### config.mk
export PLATFORM = sky130hd
export DESIGN_NAME = wb_port_arbiter_flat
export DESIGN_NICKNAME = d
export VERILOG_FILES = /design/src/rtl/wb_port_arbiter_if.sv /design/src/rtl/wb_port_arbiter.sv /design/src/flat_wrapper.sv
export SDC_FILE = /design/constraint.sdc
export NUM_CORES = 1
export LEC_CHECK = 0
export ABC_AREA = 1
export BUFFER_PORTS_ARGS = -buffer_cell sky130_fd_sc_hd__buf_2
export CORE_ASPECT_RATIO = 2
export CORE_MARGIN = 3
export CORE_UTILIZATION = 51
export CTS_BUF_LIST = sky130_fd_sc_hd__clkbuf_16
export CTS_CLUSTER_SIZE = 20
export DETAILED_ROUTE_END_ITERATION = 10
export PLACE_DENSITY_LB_ADDON = 0.12
export REMOVE_ABC_BUFFERS = 1
export SYNTH_ARGS = -nofsm -noshare
export SYNTH_HDL_FRONTEND = slang
export SYNTH_SLANG_ARGS = --single-unit
### constraint.sdc
create_clock -name clk -period 5.1 [get_ports clk]
set_clock_uncertainty 0.1 [all_clocks]
set_input_delay 1.02 -clock clk [delete_from_list [all_inputs] [get_ports clk]]
set_output_delay 1.02 -clock clk [all_outputs]
set_load 0.01 [all_outputs]
### src/rtl/wb_port_arbiter_if.sv
// wb_port_arbiter_if: W-stage, LU result, issue and GRF write-port signals
//   slave  : arbiter side (takes W/LU/issue, drives grf_*, lu_ready, pending, stall_req)
//   master : environment side (pipeline, LU, decode, GRF)
interface wb_port_arbiter_if;
  logic        RegWrite_W;
  logic [4:0]  A3_W;
  logic [31:0] WD_W;
  logic [31:0] PC4_W;
  logic        lu_valid;
  logic        lu_ready;
  logic [4:0]  lu_a3;
  logic [31:0] lu_wd;
  logic [31:0] lu_pc4;
  logic        issue_valid;
  logic [4:0]  issue_a3;
  logic        grf_we;
  logic [4:0]  grf_a3;
  logic [31:0] grf_wd;
  logic [31:0] grf_pc4;
  logic [31:0] pending;
  logic        stall_req;
  modport slave (
    input  RegWrite_W, A3_W, WD_W, PC4_W, lu_valid, lu_a3, lu_wd, lu_pc4, issue_valid, issue_a3,
    output lu_ready, grf_we, grf_a3, grf_wd, grf_pc4, pending, stall_req
  );
  modport master (
    output RegWrite_W, A3_W, WD_W, PC4_W, lu_valid, lu_a3, lu_wd, lu_pc4, issue_valid, issue_a3,
    input  lu_ready, grf_we, grf_a3, grf_wd, grf_pc4, pending, stall_req
  );
endinterface

### src/rtl/wb_port_arbiter.sv
// wb_port_arbiter: shares the GRF write port between the W stage (priority) and a FIFO of LU results
//   clk   : rising-edge clock
//   reset : asynchronous active-low reset
//   bus   : W-stage inputs, LU result push, issue scoreboard set, GRF write port, pending, stall_req
module wb_port_arbiter #(
  parameter int DEPTH = 2,
  parameter int STARVE_LIMIT = 4
) (
  input logic clk,
  input logic reset,
  wb_port_arbiter_if.slave bus
);
  localparam int PW = $clog2(DEPTH);
  localparam int AW = $clog2(STARVE_LIMIT + 1);
  typedef struct packed {
    logic [4:0]  a3;
    logic [31:0] wd;
    logic [31:0] pc4;
  } ent_t;
  ent_t           mem_q [DEPTH];
  ent_t           head;
  logic [PW-1:0]  rd_q, rd_d, wr_q, wr_d;
  logic [PW:0]    cnt_q, cnt_d;
  logic [AW-1:0]  age_q, age_d;
  logic [31:0]    pend_q, pend_d, set_m, clr_m;
  logic           w_act, nonempty, pop, push, aged;
  assign head      = mem_q[rd_q];
  assign nonempty  = cnt_q != '0;
  assign w_act     = bus.RegWrite_W & (bus.A3_W != 5'd0);
  assign pop       = ~w_act & nonempty;
  assign push      = bus.lu_valid & bus.lu_ready;
  assign aged      = age_q >= AW'(STARVE_LIMIT);
  assign bus.lu_ready  = cnt_q < (PW+1)'(DEPTH);
  assign bus.stall_req = nonempty & aged;
  assign bus.pending   = pend_q;
  // A popped head with a3=0 is discarded: it uses the slot but never writes.
  assign bus.grf_we  = w_act | (pop & (head.a3 != 5'd0));
  assign bus.grf_a3  = w_act ? bus.A3_W : pop ? head.a3 : 5'd0;
  assign bus.grf_wd  = w_act ? bus.WD_W : pop ? head.wd : 32'd0;
  assign bus.grf_pc4 = pop ? head.pc4 : bus.PC4_W;
  always_comb begin
    rd_d  = pop ? rd_q + PW'(1) : rd_q;
    wr_d  = push ? wr_q + PW'(1) : wr_q;
    cnt_d = cnt_q + (PW+1)'(push) - (PW+1)'(pop);
    age_d = (pop | ~nonempty) ? '0 : aged ? age_q : age_q + AW'(1);
    set_m = (bus.issue_valid & (bus.issue_a3 != 5'd0)) ? 32'd1 << bus.issue_a3 : 32'd0;
    clr_m = (pop & (head.a3 != 5'd0)) ? 32'd1 << head.a3 : 32'd0;
    // Set is applied after clear so a newly issued op on the same register stays outstanding.
    pend_d = ((pend_q & ~clr_m) | set_m) & 32'hFFFF_FFFE;
  end
  always_ff @(posedge clk or negedge reset)
    if (!reset) begin
      rd_q   <= '0;
      wr_q   <= '0;
      cnt_q  <= '0;
      age_q  <= '0;
      pend_q <= '0;
    end else begin
      rd_q   <= rd_d;
      wr_q   <= wr_d;
      cnt_q  <= cnt_d;
      age_q  <= age_d;
      pend_q <= pend_d;
    end
  always_ff @(posedge clk)
    if (push) mem_q[wr_q] <= '{a3: bus.lu_a3, wd: bus.lu_wd, pc4: bus.lu_pc4};
endmodule

### src/flat_wrapper.sv
// flat-port wrapper written by rule: the top's interface ports become plain ports
module wb_port_arbiter_flat 
#(
  parameter int DEPTH = 2,
  parameter int STARVE_LIMIT = 4
)
  (clk, reset, bus_RegWrite_W, bus_A3_W, bus_WD_W, bus_PC4_W, bus_lu_valid, bus_lu_a3, bus_lu_wd, bus_lu_pc4, bus_issue_valid, bus_issue_a3, bus_lu_ready, bus_grf_we, bus_grf_a3, bus_grf_wd, bus_grf_pc4, bus_pending, bus_stall_req);
  wb_port_arbiter_if bus_i ();
  input logic clk;
  input logic reset;
  input wire logic [$bits(bus_i.RegWrite_W)-1:0] bus_RegWrite_W;
  input wire logic [$bits(bus_i.A3_W)-1:0] bus_A3_W;
  input wire logic [$bits(bus_i.WD_W)-1:0] bus_WD_W;
  input wire logic [$bits(bus_i.PC4_W)-1:0] bus_PC4_W;
  input wire logic [$bits(bus_i.lu_valid)-1:0] bus_lu_valid;
  input wire logic [$bits(bus_i.lu_a3)-1:0] bus_lu_a3;
  input wire logic [$bits(bus_i.lu_wd)-1:0] bus_lu_wd;
  input wire logic [$bits(bus_i.lu_pc4)-1:0] bus_lu_pc4;
  input wire logic [$bits(bus_i.issue_valid)-1:0] bus_issue_valid;
  input wire logic [$bits(bus_i.issue_a3)-1:0] bus_issue_a3;
  output wire logic [$bits(bus_i.lu_ready)-1:0] bus_lu_ready;
  output wire logic [$bits(bus_i.grf_we)-1:0] bus_grf_we;
  output wire logic [$bits(bus_i.grf_a3)-1:0] bus_grf_a3;
  output wire logic [$bits(bus_i.grf_wd)-1:0] bus_grf_wd;
  output wire logic [$bits(bus_i.grf_pc4)-1:0] bus_grf_pc4;
  output wire logic [$bits(bus_i.pending)-1:0] bus_pending;
  output wire logic [$bits(bus_i.stall_req)-1:0] bus_stall_req;
  assign bus_i.RegWrite_W = bus_RegWrite_W;
  assign bus_i.A3_W = bus_A3_W;
  assign bus_i.WD_W = bus_WD_W;
  assign bus_i.PC4_W = bus_PC4_W;
  assign bus_i.lu_valid = bus_lu_valid;
  assign bus_i.lu_a3 = bus_lu_a3;
  assign bus_i.lu_wd = bus_lu_wd;
  assign bus_i.lu_pc4 = bus_lu_pc4;
  assign bus_i.issue_valid = bus_issue_valid;
  assign bus_i.issue_a3 = bus_issue_a3;
  assign bus_lu_ready = bus_i.lu_ready;
  assign bus_grf_we = bus_i.grf_we;
  assign bus_grf_a3 = bus_i.grf_a3;
  assign bus_grf_wd = bus_i.grf_wd;
  assign bus_grf_pc4 = bus_i.grf_pc4;
  assign bus_pending = bus_i.pending;
  assign bus_stall_req = bus_i.stall_req;
  wb_port_arbiter #(.DEPTH(DEPTH), .STARVE_LIMIT(STARVE_LIMIT)) u_core (.clk(clk), .reset(reset), .bus(bus_i));
endmodule
Word-level counts from Yosys, hierarchy flattened
Memories as Yosys holds them, arrays and structs flattened.
Cells that the tools add are included.
{ "word_totals": {"output_inout_bits": 104, "reg_bits": 38, "n_memories": 1, "word_cells": 44, "inputBits": 148, "ram_bits": 138} }
{ "op_classes": {"n_mux": 11, "reduce_logical": 4, "n_eq_ne": 1, "shifts": 2, "add_sub_neg": 5, "n_lt_le_gt_ge": 2, "bitwise_logic": 13} }
{ "mem_list": {"columns": ["memory", "words", "width", "read_ports", "rd_clocked_by_memory_dff", "write_ports", "line_no", "text"], "rows": [
  ["u_core.mem_q", 2, 69, 1, 0, 1, "wb_port_arbiter.sv:20", "ent_t mem_q [DEPTH];"]
]} }
{ "op_table": {"columns": ["op", "count"], "rows": [
  ["32-bit 2-to-1 mux", 5],
  ["1-bit by 5-bit left shift with 32-bit output, first input constant", 2],
  ["32-bit bitwise AND", 1],
  ["32-bit inverter", 1],
  ["32-bit OR", 1],
  ["5-bit nonzero test", 3],
  ["5-bit 2-to-1 mux", 2],
  ["1-bit bitwise AND", 6],
  ["3-bit 2-to-1 mux", 2],
  ["3-bit by 1-bit adder with 3-bit output, second input constant", 1],
  ["3-bit >= comparator, second input constant", 1],
  ["1-bit adder, second input constant", 2],
  ["2-bit by 1-bit adder with 2-bit output", 1],
  ["2-bit less-than comparator, second input constant", 1],
  ["1-bit 2-to-1 mux", 2],
  ["2-bit != test, second input constant", 1],
  ["1-bit inverter", 2],
  ["1-bit OR", 2],
  ["2-bit nonzero test", 1],
  ["2-bit by 1-bit subtractor with 2-bit output", 1]
]} }

Logic depth before layout (Yosys ltp)
Gate-level depths: netlist of run 1.
{ "logic_depth": {"depth_word": 9, "mapped_depth": 8, "depth_no_buf": 8} }

Least setup slack after synthesis of run 1
OpenSTA, ideal clock, no wires.
{ "synth_path": {"kind": "in2reg", "startpoint": "input bus_lu_valid", "endpoint": "memory u_core.mem_q[0][0] in the netlist's numbering, enable pin", "t_arrival_ns": 4.012, "required_time_ns": 4.504, "setup_ns": 0.496, "path_buffers": 0, "slack_ns": 0.492, "cell_stages": 2, "path_cell_list": "nand2_1 nor2_1"} }
{ "synth_between": {"elab_chain_cells": 3} }
{ "synth_rtl": {"columns": ["element", "line_no", "text"], "rows": [
  ["start: declaration", "flat_wrapper.sv:15", "input wire logic [$bits(bus_i.lu_valid)-1:0] bus_lu_valid;"],
  ["1-bit bitwise AND", "wb_port_arbiter.sv:31", "assign push = bus.lu_valid & bus.lu_ready;"],
  ["1-bit 2-to-1 mux", "wb_port_arbiter.sv:66", "if (push) mem_q[wr_q] <= '{a3: bus.lu_a3, wd: bus.lu_wd, pc4: bus.lu_pc4};"],
  ["1-bit 2-to-1 mux (not written as such)", "wb_port_arbiter.sv:66", null],
  ["end: declaration", "wb_port_arbiter.sv:20", null]
]} }
No other way between the ends.

Worst setup path after layout of run 1
{ "layout_path": {"startpoint": "input bus_A3_W[1]", "endpoint": "output bus_grf_wd[31]"} }
{ "layout_between": {"elab_chain_cells": 6} }
{ "layout_rtl": {"columns": ["element", "line_no", "text"], "rows": [
  ["start: declaration", "flat_wrapper.sv:12", "input wire logic [$bits(bus_i.A3_W)-1:0] bus_A3_W;"],
  ["5-bit nonzero test (*)", "wb_port_arbiter.sv:29", "assign w_act = bus.RegWrite_W & (bus.A3_W != 5'd0);"],
  ["1-bit bitwise AND (*)", "wb_port_arbiter.sv:29", null],
  ["1-bit inverter", "wb_port_arbiter.sv:30", "assign pop = ~w_act & nonempty;"],
  ["1-bit bitwise AND", "wb_port_arbiter.sv:30", null],
  ["32-bit 2-to-1 mux", "wb_port_arbiter.sv:39", "assign bus.grf_wd = w_act ? bus.WD_W : pop ? head.wd : 32'd0;"],
  ["32-bit 2-to-1 mux (*)", "wb_port_arbiter.sv:39", null],
  ["end: declaration", "flat_wrapper.sv:24", "output wire logic [$bits(bus_i.grf_wd)-1:0] bus_grf_wd;"]
]} }
Mark *: on every way between the ends. The rest lies on a longest branch, timed or not.

==> results of run 1 <==
[worst max-delay path, stage by stage]
cell	delay [ns]
buf_2	0.10
nor2_1	0.11
nand3_1	0.09
nand2_2	0.21
nand2_4	0.30
inv_2	0.58
buf_4	0.41
nand2_1	0.10
nand2_1	0.08
buf_2	0.13
[synth_stat cells]
library cell | instances | area share [%]
nand2_1 | 450 | 22
edfxtp_1 | 138 | 53
nand3_1 | 41 | 2.6
dfrtp_1 | 38 | 12
o21ai_1 | 26 | 1.7
inv_1 | 22 | 1.1
buf_2 | 20 | 1.3
nor2_1 | 15 | 0.72
o21ai_0 | 11 | 0.70
buf_6 | 10 | 1.4
nand2_2 | 5 | 0.40
nand2_4 | 5 | 0.72
nand4_1 | 4 | 0.32
nor3_1 | 4 | 0.25
clkbuf_1 | 3 | 0.14
nor2_4 | 3 | 0.43
xor2_1 | 3 | 0.33
buf_4 | 2 | 0.19
ha_1 | 2 | 0.32
inv_2 | 2 | 0.096
o21ai_2 | 2 | 0.22
buf_1 | 1 | 0.048
clkinv_2 | 1 | 0.064
conb_1 | 1 | 0.048
inv_4 | 1 | 0.080
nand3_2 | 1 | 0.13
nand3_4 | 1 | 0.22
nand3b_1 | 1 | 0.096
nor2_2 | 1 | 0.080
[cells by family (layout without fill, tap and decap cells)]
logic type	count (synthesis)	after routing	share of synthesized area, %
flip-flops	176	176	64.9
XOR/XNOR	3	3	0.335
AO/OA/AOI/OAI	39	39	2.58
buffers and inverters	62	312	4.38
AND/OR/NAND/NOR	531	531	27.5
other	1	5	0.0477
adder cells (fa/ha/maj)	2	2	0.319
[sequential cells by signal, indices dropped and copies added, names as in the netlist]
signal              cells
u_core.age_q            3
u_core.rd_q             1
u_core.wr_q             1
u_core.bus.pending     31
u_core.mem_q          138
u_core.cnt_q            2
[per-layer routing]
layer  GRT usage (%)  vias to the layer above  part of all wire [%]
li1                -                     3123                     -
met1            22.0                     2876                    35
met2            40.2                      226                    54
met3            4.93                       52                   6.0
met4            11.6                        2                   4.6
met5               0                        -                 0.069
[final cells by class]
class | count | share of cell area [%]
Multi-Input combinational cell | 576 | 24.9
Tap cell | 195 | 2.50
Clock buffer | 17 | 4.36
Sequential cell | 176 | 52.3
Inverter | 26 | 1.04
Clock inverter | 15 | 1.64
Timing Repair Buffer | 254 | 13.1
Antenna cell | 4 | 0.103
[report_power, final]
part | switching (W) | total (W) | leakage, nW | internal [W]
logic | 0.00125 | 0.00184 | 2.69 | 0.000591
registers | 0.000166 | 0.00213 | 1.74 | 0.00197
clock network | 0.000543 | 0.00127 | 0.292 | 0.000730
total | 0.00196 | 0.00524 | 4.72 | 0.00329
[stage by stage]
step / area [um2] / instances / total power, W / setup WS [ns] / util [%]
after floorplan: 7610 / 778 / 0.00329 / 0.492 / -
after CTS: 9740 / 1259 / 0.00530 / 0.786 / 65.0
after global placement: 9150 / 1227 / 0.00400 / 0.880 / 61.1
final: 9750 / 1263 / 0.00524 / 0.824 / 65.1
after detailed placement: 9150 / 1227 / 0.00403 / 0.797 / 61.1
after global routing: 9750 / 1262 / 0.00559 / 0.574 / 65.1
[worst paths after layout]
check	from	to
worst max-delay path	bus_A3_W[1]	bus_grf_wd[31]
worst min-delay path	u_core.bus.pending[30]	u_core.bus.pending[30]
worst max register to register	u_core.rd_q	u_core.bus.pending[1]
worst min register to register	u_core.bus.pending[30]	u_core.bus.pending[30]
max in group asynchronous	reset	u_core.rd_q
min in group asynchronous	reset	u_core.bus.pending[7]
==> summary.txt, run 1 <==
status: finished, final reports clean
worst hold stages: 2
Max Root-Sink Buffers: 2
final hold violations: 0
H-tree depth: 4
number of port buffers: 250
initial antenna violation count: 4
Syn. warnings: 0
Routed Antenna Nets: 0
# setup viols final: 0
number of global-route vias before repair: 6,044
CTS tree: yes
minimum clock period: 4.28 ns
CTS clk-pin slew, worst paths: 0.07 ns
cts hold-fix bufs: 0
commonest non-fill, non-tap cells in the layout: nand2_1 (450), buf_2 (250), edfxtp_1 (138)
commonest non-fill, non-tap cell in the layout: nand2_1
CP Capture Type: primary output
Startpoint Class: input port
max-slew violations: 0
storage element area: 0.00510 mm2
post_cts resized: 0
routability cong.: 0.903
worst-margin pin slew: 0.965 ns
root buffer cell: clkbuf_16
Initial Utilization: 52.4%
Crit Path Class: input port to primary output
R2R depth: 6
final wirelength: 18,900 um
Post-CTS Setup Bufs: 0
Fillers: 1,302
Post-Syn Instances: 814
Row Count: 63
total grt overflow: 0
required time of the critical path: 3.98 ns
die height: 182 um
Worst Path Arrival: 3.16 ns
I/O pins: 252
ratio of cells with drive above 1 in the final layout: 29.1%
period utilization: 83.9%
Starting DRT DRC Count: 329
Post-route DRC: 0
RSZ-0062 raised after global routing: false
area grow syn2layout: 24.1%
smallest hold slack: 0.376 ns
Max Cap Violations: 0
clock sinks: 176
TNS Setup: 0 ns
first-pass GRT wire length: 28,700 um
post-synthesis sequential area ratio: 64.9%
fmax: 0.234 GHz
Total Routing Usage GR: 21.8%
post-detail-place hpwl: 13,100 um
P_leak: 4.72 nW
P per Cell Area: 538 mW/mm2
Max Fanout on Critical Path: 38
wire per inst: 14.9 um
Mapped Avg Cell Area: 9.65 um2
nets@finish: 1,201
Cell variety after synth: 29
DRT Pass-1 Iters: 5
peak supply drop: 298 uV
R2R Setup Slk: 2.63 ns
Slew HR: 35.4%
HP Class: flip-flop to flip-flop
area occupied by multi-input gates: 0.00243 mm2
die area: 0.0170 mm2
Seq cells post-synth: 176
largest net degree at the start of global routing: 73
total CTS buffers: 17
Via Count: 6,279
Clock Latency Late Sink: 0.41 ns
Vias/cell: 4.97
core area: 0.0150 mm2
die span in x: 93.8 um
Synth Cell Area: 0.00786 mm2
Power figures use the tool's default switching activity.
==> run 2, diff against run 1 <==
--- a/config.mk
+++ b/config.mk
@@ -5,11 +5,11 @@
 export SDC_FILE = /design/constraint.sdc
 export NUM_CORES = 1
 export LEC_CHECK = 0
-export ABC_AREA = 1
+export ABC_AREA = 0
 export BUFFER_PORTS_ARGS = -buffer_cell sky130_fd_sc_hd__buf_2
 export CORE_ASPECT_RATIO = 2
 export CORE_MARGIN = 3
-export CORE_UTILIZATION = 51
+export CORE_UTILIZATION = 46
 export CTS_BUF_LIST = sky130_fd_sc_hd__clkbuf_16
 export CTS_CLUSTER_SIZE = 20
 export DETAILED_ROUTE_END_ITERATION = 10
==> constraint.sdc (replaced) <==
create_clock -name clk -period 3.6 [get_ports clk]
set_clock_uncertainty 0.1 [all_clocks]
set_input_delay 0.72 -clock clk [delete_from_list [all_inputs] [get_ports clk]]
set_output_delay 0.72 -clock clk [all_outputs]
set_load 0.01 [all_outputs]
==> run 2 against run 1 <==
  * Global-route usage decreased by 1.1 points
  * Core utilization shrank 5.9 points
  * Critical path depth is 3 lower
  * Synthesized cell count down 28%
  * Sequential power grew 45%
  * Critical path type unchanged
  * Largest cell class unchanged
  * Cell count shrank 17%
  * Via count fell by 9.9%
  * First-iteration DRC count fell by 19%
  * Non-clock buffer count grew 5
  * Register-to-register slack worse by 1.5 ns
  * Cell area fell by 1.2%
==> summary.txt, run 2 <==
status: finished, final reports clean
Vias/cell: 5.41 (+8.8%)
Routed Antenna Nets: 0 (unchanged)
CTS clk-pin slew, worst paths: 0.06 ns (about the same)
Starting DRT DRC Count: 268 (-19%)
root buffer cell: clkbuf_16
FFs w/ async S/R, synth: 21.6% (unchanged)
die area: 0.0183 mm2 (+7.6%)
H-tree depth: 4 (unchanged)
P_leak: 4.17 nW (-12%)
commonest non-fill, non-tap cell in the layout: buf_2
Worst Path Arrival: 2.44 ns (-0.72 ns)
Syn. warnings: 0 (unchanged)
area leader, netlist: edfxtp_1
I/O pins: 252 (unchanged)
worst-margin pin slew: 0.975 ns (+0.00986 ns)
Slew HR: 35.0% (-0.42 points)
smallest hold slack: 0.299 ns (-0.0769 ns)
first-pass GRT wire length: 29,200 um (+1.9%)
Mapped Avg Cell Area: 13.0 um2 (+35%)
die height: 188 um (+3.8%)
TNS Setup: 0 ns (unchanged)
Max Fanout on Critical Path: 67 (+76%)
core area: 0.0163 mm2 (+8.6%)
most common cell in the synthesized netlist: edfxtp_1
EDFF count, synth: 138 (unchanged)
routability cong.: 0.905 (+0.17%)
HP Class: input port to asynchronous set/reset pin
Synth Cell Area: 0.00765 mm2 (-2.6%)
post_cts resized: 0 (unchanged)
Post-Syn Instances: 588 (-28%)
post-detail-place hpwl: 13,600 um (+3.9%)
total grt overflow: 0 (unchanged)
commonest non-fill, non-tap cells in the layout: buf_2 (250), edfxtp_1 (138), nand2_1 (113)
total CTS buffers: 17 (unchanged)
Biggest register: u_core.mem_q
RSZ-0062 raised after global routing: false
Initial Utilization: 47.0% (-5.4 points)
post-synthesis sequential area ratio: 66.6% (+1.7 points)
Row Count: 66 (+4.8%)
CP Capture Type: primary output
Max Root-Sink Buffers: 2 (unchanged)
Total Routing Usage GR: 20.7% (-1.1 points)
Cell variety after synth: 43 (+48%)
Startpoint Class: input port
number of global-route vias before repair: 5,842 (-3.3%)
Fillers: 1,371 (+5.3%)
ratio of cells with drive above 1 in the final layout: 35.4% (+6.3 points)
Clock Latency Late Sink: 0.43 ns (+0.02 ns)
clock sinks: 176 (unchanged)
ys flop type: edfxtp_1
Max Cap Violations: 0 (unchanged)
Post-CTS Setup Bufs: 0 (unchanged)
number of port buffers: 250 (unchanged)
P per Cell Area: 738 mW/mm2 (+37%)
wire per inst: 18.2 um (+22%)
Largest register FFs: 138 (unchanged)
max-slew violations: 0 (unchanged)
period utilization: 90.6%
area grow syn2layout: 25.9%
largest net degree at the start of global routing: 70 (-4.1%)
Crit Path Class: input port to primary output
Post-route DRC: 0 (unchanged)
synth cell count leaders: edfxtp_1 (138), nand2_1 (113), mux2i_1 (70)
nets@finish: 978 (-19%)
cts hold-fix bufs: 0 (unchanged)
Via Count: 5,660 (-9.9%)
die span in x: 97.2 um (+3.7%)
required time of the critical path: 2.78 ns (-1.20 ns)
final hold violations: 0 (unchanged)
top-area cell type share of the netlist area: 54.2% (+1.4 points)
initial antenna violation count: 1 (-3)
fmax: 0.307 GHz
# setup viols final: 0 (unchanged)
minimum clock period: 3.26 ns
Synth area leaders: edfxtp_1 (54%), dfrtp_1 (12%), mux2i_1 (9.2%), o31ai_1 (6.2%), nand2_1 (5.5%)
DRT Pass-1 Iters: 4 (-1)
peak supply drop: 445 uV (+50%)
CTS tree: yes
Seq cells post-synth: 176 (unchanged)
final wirelength: 19,000 um (+0.72%)
run 2: cell count changes after synthesis, sizes merged, moves of 17 or more:
| cell | delta |
|---|---|
| nand3 | -33 |
| mux2i | +70 |
| nand2 | -347 |
| buf | -17 |
| clkbuf | +19 |
| inv | -19 |
| o31ai | +63 |
run 2: critical path, stage by stage:
cell and delay [ns]:
buf_2 0.11, or3_4 0.39, o41a_2 0.43, buf_4 0.30, nand2_1 0.16, o21ai_0 0.11, buf_2 0.18
run 2: area by class of cell:
type                    instances  area [um2]  area share [%]
diodes                          1        2.50          0.0260
clock buffers                  19         475            4.94
clock inverters                13        67.6           0.702
inverters                       6        22.5           0.234
multi-input cells             368        2360            24.6
flip-flops and latches        176        5100            52.9
well taps                     204         255            2.65
repair buffers                259        1340            14.0
run 2: kinds of logic (layout without fill, tap and decap cells):
group	after synthesis	in the layout	synth area share (%)
adder cells (fa/ha/maj)	2	2	0.327
AO/OA/AOI/OAI	123	123	10.6
multiplexers	73	73	9.65
AND/OR/NAND/NOR	165	165	9.58
XOR/XNOR	4	4	0.458
flip-flops	176	176	66.6
buffers and inverters	44	297	2.78
other	1	2	0.0490
run 2: worst paths after layout:
kind | to | start | slack, ns | cells past startpoint
worst max register to register | u_core.bus.pending[6] | u_core.rd_q | 1.10 | 4
worst min register to register | u_core.bus.pending[11] | u_core.bus.pending[11] | 0.40 | 2
max in group asynchronous | u_core.rd_q | reset | 2.44 | 1
worst max-delay path | bus_grf_pc4[18] | bus_A3_W[3] | 0.34 | 7
min in group clk | u_core.mem_q[1][68] | bus_lu_a3[4] | 0.38 | 1
worst min-delay path | u_core.age_q[2] | reset | 0.30 | 1
run 2: layer usage:
metal / GRT usage, % / share of wire [%] / vias up
met5: 0 / 0 / -
met4: 11.0 / 4.0 / 0
met3: 5.85 / 6.7 / 48
met2: 38.7 / 56 / 239
met1: 20.2 / 33 / 2700
li1: - / - / 2673
run 2: stage by stage:
step / instance area, um2 / setup WS, ns / utilization [%] / std cells / power (W)
after global placement: 9080 / 0.435 / 55.8 / 1013 / 0.00541
final: 9630 / 0.337 / 59.2 / 1046 / 0.00711
after global routing: 9630 / 0.235 / 59.2 / 1046 / 0.00751
after CTS: 9630 / 0.340 / 59.2 / 1045 / 0.00718
after detailed placement: 9080 / 0.342 / 55.8 / 1013 / 0.00550
after floorplan: 7460 / -1.07 / - / 550 / 0.00454
run 2: power breakdown:
group	total, W	internal [W]	switching (W)
combinational	0.00234	0.000928	0.00141
sequential	0.00308	0.00277	0.000308
clock	0.00169	0.000950	0.000737
==> run 3, diff against run 2 <==
--- a/config.mk
+++ b/config.mk
@@ -5,7 +5,7 @@
 export SDC_FILE = /design/constraint.sdc
 export NUM_CORES = 1
 export LEC_CHECK = 0
-export ABC_AREA = 0
+export ABC_AREA = 1
 export BUFFER_PORTS_ARGS = -buffer_cell sky130_fd_sc_hd__buf_2
 export CORE_ASPECT_RATIO = 2
 export CORE_MARGIN = 3
==> run 3 against run 2 <==
  * Total power rose by 4.5%
  * Combinational power increased by 18%
  * Critical path type is now flip-flop to primary output
  * Highest routed layer is now met5
  * Sequential power fell by 4%
  * Die area up 2.5%
==> summary.txt, run 3 (synthesis gave the netlist of run 1 again) <==
Post-CTS Setup Bufs: 0 (unchanged)
P_leak: 4.76 nW (+14%)
Clock Latency Late Sink: 0.43 ns (about the same)
Routed Antenna Nets: 0 (unchanged)
FF-to-FF Start: u_core.cnt_q[1]
r2r endpoint: u_core.mem_q[1][16]
die area: 0.0188 mm2 (+2.5%)
CP max stage cell: dfrtp_2
total grt overflow: 0 (unchanged)
# placed instances: 1,245 (+23%)
final wirelength: 19,700 um (+3.7%)
initial antenna violation count: 4 (+3)
root buffer cell: clkbuf_16
core area: 0.0168 mm2 (+3.1%)
area grow syn2layout: 25.1%
commonest non-fill, non-tap cells in the layout: nand2_1 (450), buf_2 (250), edfxtp_1 (138)
clock sinks: 176 (unchanged)
R2R depth: 4 (unchanged)
RSZ-0062 raised after global routing: false
Max Fanout on Critical Path: 37 (-45%)
Fillers: 1,545 (+13%)
number of port buffers: 250 (unchanged)
wire per inst: 15.4 um (-15%)
die span in x: 98.4 um (+1.2%)
Biggest register: u_core.mem_q
Slew HR: 40.0% (+5.0 points)
storage element area: 0.00510 mm2 (about the same)
post_cts resized: 0 (unchanged)
max-slew violations: 0 (unchanged)
final hold violations: 0 (unchanged)
largest net degree at the start of global routing: 65 (-7.1%)
R2R Setup Slk: 1.59 ns (+0.49 ns)
WL met2: 11,100 um (+4.5%)
worst-margin pin slew: 0.900 ns (-0.0749 ns)
Internal Power: 0.00464 W (-0.28%)
cts hold-fix bufs: 0 (unchanged)
Max Root-Sink Buffers: 2 (unchanged)
CTS tree: yes
total chip power: 0.00743 W (+4.5%)
Starting DRT DRC Count: 215 (-20%)
Total Routing Usage GR: 21.1% (+0.40 points)
crit path cell chain: buf_4 > nand2_1 > nand2_4 > clkinv_2 > nand3_1 > nand2_1 > nand3_1 > buf_2
final non-filler cell total: 1,280 (+22%)
P per Cell Area: 756 mW/mm2 (+2.4%)
wl on met1: 6900 um (+9.4%)
period utilization: 82.0% (-8.6 points)
Flop pwr share: 39.8% (-3.5 points)
Largest register FFs: 138 (unchanged)
commonest non-fill, non-tap cell in the layout: nand2_1
post-detail-place hpwl: 14,000 um (+2.5%)
area occupied by multi-input gates: 0.00243 mm2 (+2.8%)
Sw Share: 37.6% (+3.0 points)
status: finished, final reports clean
Row Count: 67 (+1.5%)
# setup viols final: 0 (unchanged)
required time of the critical path: 2.78 ns (about the same)
CTS clk-pin slew, worst paths: 0.07 ns (about the same)
Max Cap Violations: 0 (unchanged)
H-tree depth: 4 (unchanged)
HP Class: input port to asynchronous set/reset pin
Via Count: 6,234 (+10%)
total CTS buffers: 17 (unchanged)
Initial Utilization: 46.9% (-0.19 points)
minimum clock period: 2.95 ns (-0.309 ns)
ratio of cells with drive above 1 in the final layout: 29.2% (-6.3 points)
Crit Path Class: flip-flop to primary output
I/O pins: 252 (unchanged)
routability cong.: 0.835 (-7.7%)
first-pass GRT wire length: 30,400 um (+4.1%)
die height: 191 um (+1.3%)
fmax: 0.339 GHz (+10%)
met3 routed WL: 937 um (-27%)
NetSw: 0.00279 W (+14%)
clock share of power: 22.8% (-0.9 points)
Startpoint Class: flip-flop
CP Capture Type: primary output
max incr delay on CP: 0.39 ns (-0.04 ns)
nets@finish: 1,207 (+23%)
number of global-route vias before repair: 6,093 (+4.3%)
Vias/cell: 4.87 (-10%)
Worst Path Arrival: 2.13 ns (-0.31 ns)
smallest hold slack: 0.320 ns (+0.0209 ns)
combinational share of power: 37.4% (+4.5 points)
peak supply drop: 426 uV (-4.2%)
highest metal used: met5
Post-route DRC: 0 (unchanged)
DRT Pass-1 Iters: 4 (unchanged)
[run 3: cell types whose count changed in the layout (fill, tap and decap cells not counted), sizes merged, moves of 4 or more]
cell,before,now
inv,14,33
o211ai,4,0
mux2i,70,0
nand2,113,460
o21ai,47,39
o31ai,63,0
nand3,10,43
nor2,12,19
nor2b,6,0
[run 3: per-layer routing]
layer | global-route usage, % | up-vias
li1 | - | 3130
met1 | 21.3 | 2863
met2 | 39.7 | 193
met3 | 4.03 | 46
met4 | 11.7 | 2
met5 | 0 | -
[run 3: area by class of cell]
| cell class | count | share of cell area [%] |
|---|---|---|
| flip-flops and latches | 176 | 51.9 |
| diodes | 3 | 0.0764 |
| well taps | 207 | 2.64 |
| inverters | 26 | 1.03 |
| clock inverters | 13 | 0.688 |
| repair buffers | 260 | 14.1 |
| clock buffers | 19 | 4.84 |
| multi-input cells | 576 | 24.7 |
[run 3: per-stage QoR]
stage	util, %	area, um2	worst slack, ns	TNS, ns
finish	58.6	9830	0.647	0
floorplan	-	7610	-0.708	-97.75
global placement	55.3	9280	0.741	0
CTS	58.6	9820	0.610	0
global route	58.6	9830	0.464	0
detailed placement	55.3	9280	0.709	0
[run 3: worst max-delay path, delay by kind of cell, from the launching register on]
kind | cells | cell delay [ns]
buf+inv | 3 | 0.68
simple gates | 5 | 0.63
flops | 1 | 0.39
[run 3: worst max path at each step]
stage / startpoint / endpoint / slack (ns)
floorplan: bus_lu_valid / u_core.mem_q[0][0] / -0.71
global placement: bus_A3_W[1] / bus_grf_pc4[16] / 0.74
detailed placement: bus_A3_W[1] / bus_grf_pc4[16] / 0.71
CTS: u_core.rd_q / bus_grf_wd[4] / 0.61
global route: u_core.rd_q / bus_grf_wd[21] / 0.46
finish: u_core.rd_q / bus_grf_we / 0.65
[run 3: power groups by stage]
stage / clock network [W] / logic [W] / registers (W)
6_report: 0.00170 / 0.00277 / 0.00296
5_1_grt: 0.00180 / 0.00313 / 0.00301
4_1_cts: 0.00173 / 0.00283 / 0.00296
3_5_place_dp: 0 / 0.00282 / 0.00300
3_3_place_gp: 0 / 0.00279 / 0.00299
2_1_floorplan: 0 / 0.00148 / 0.00318
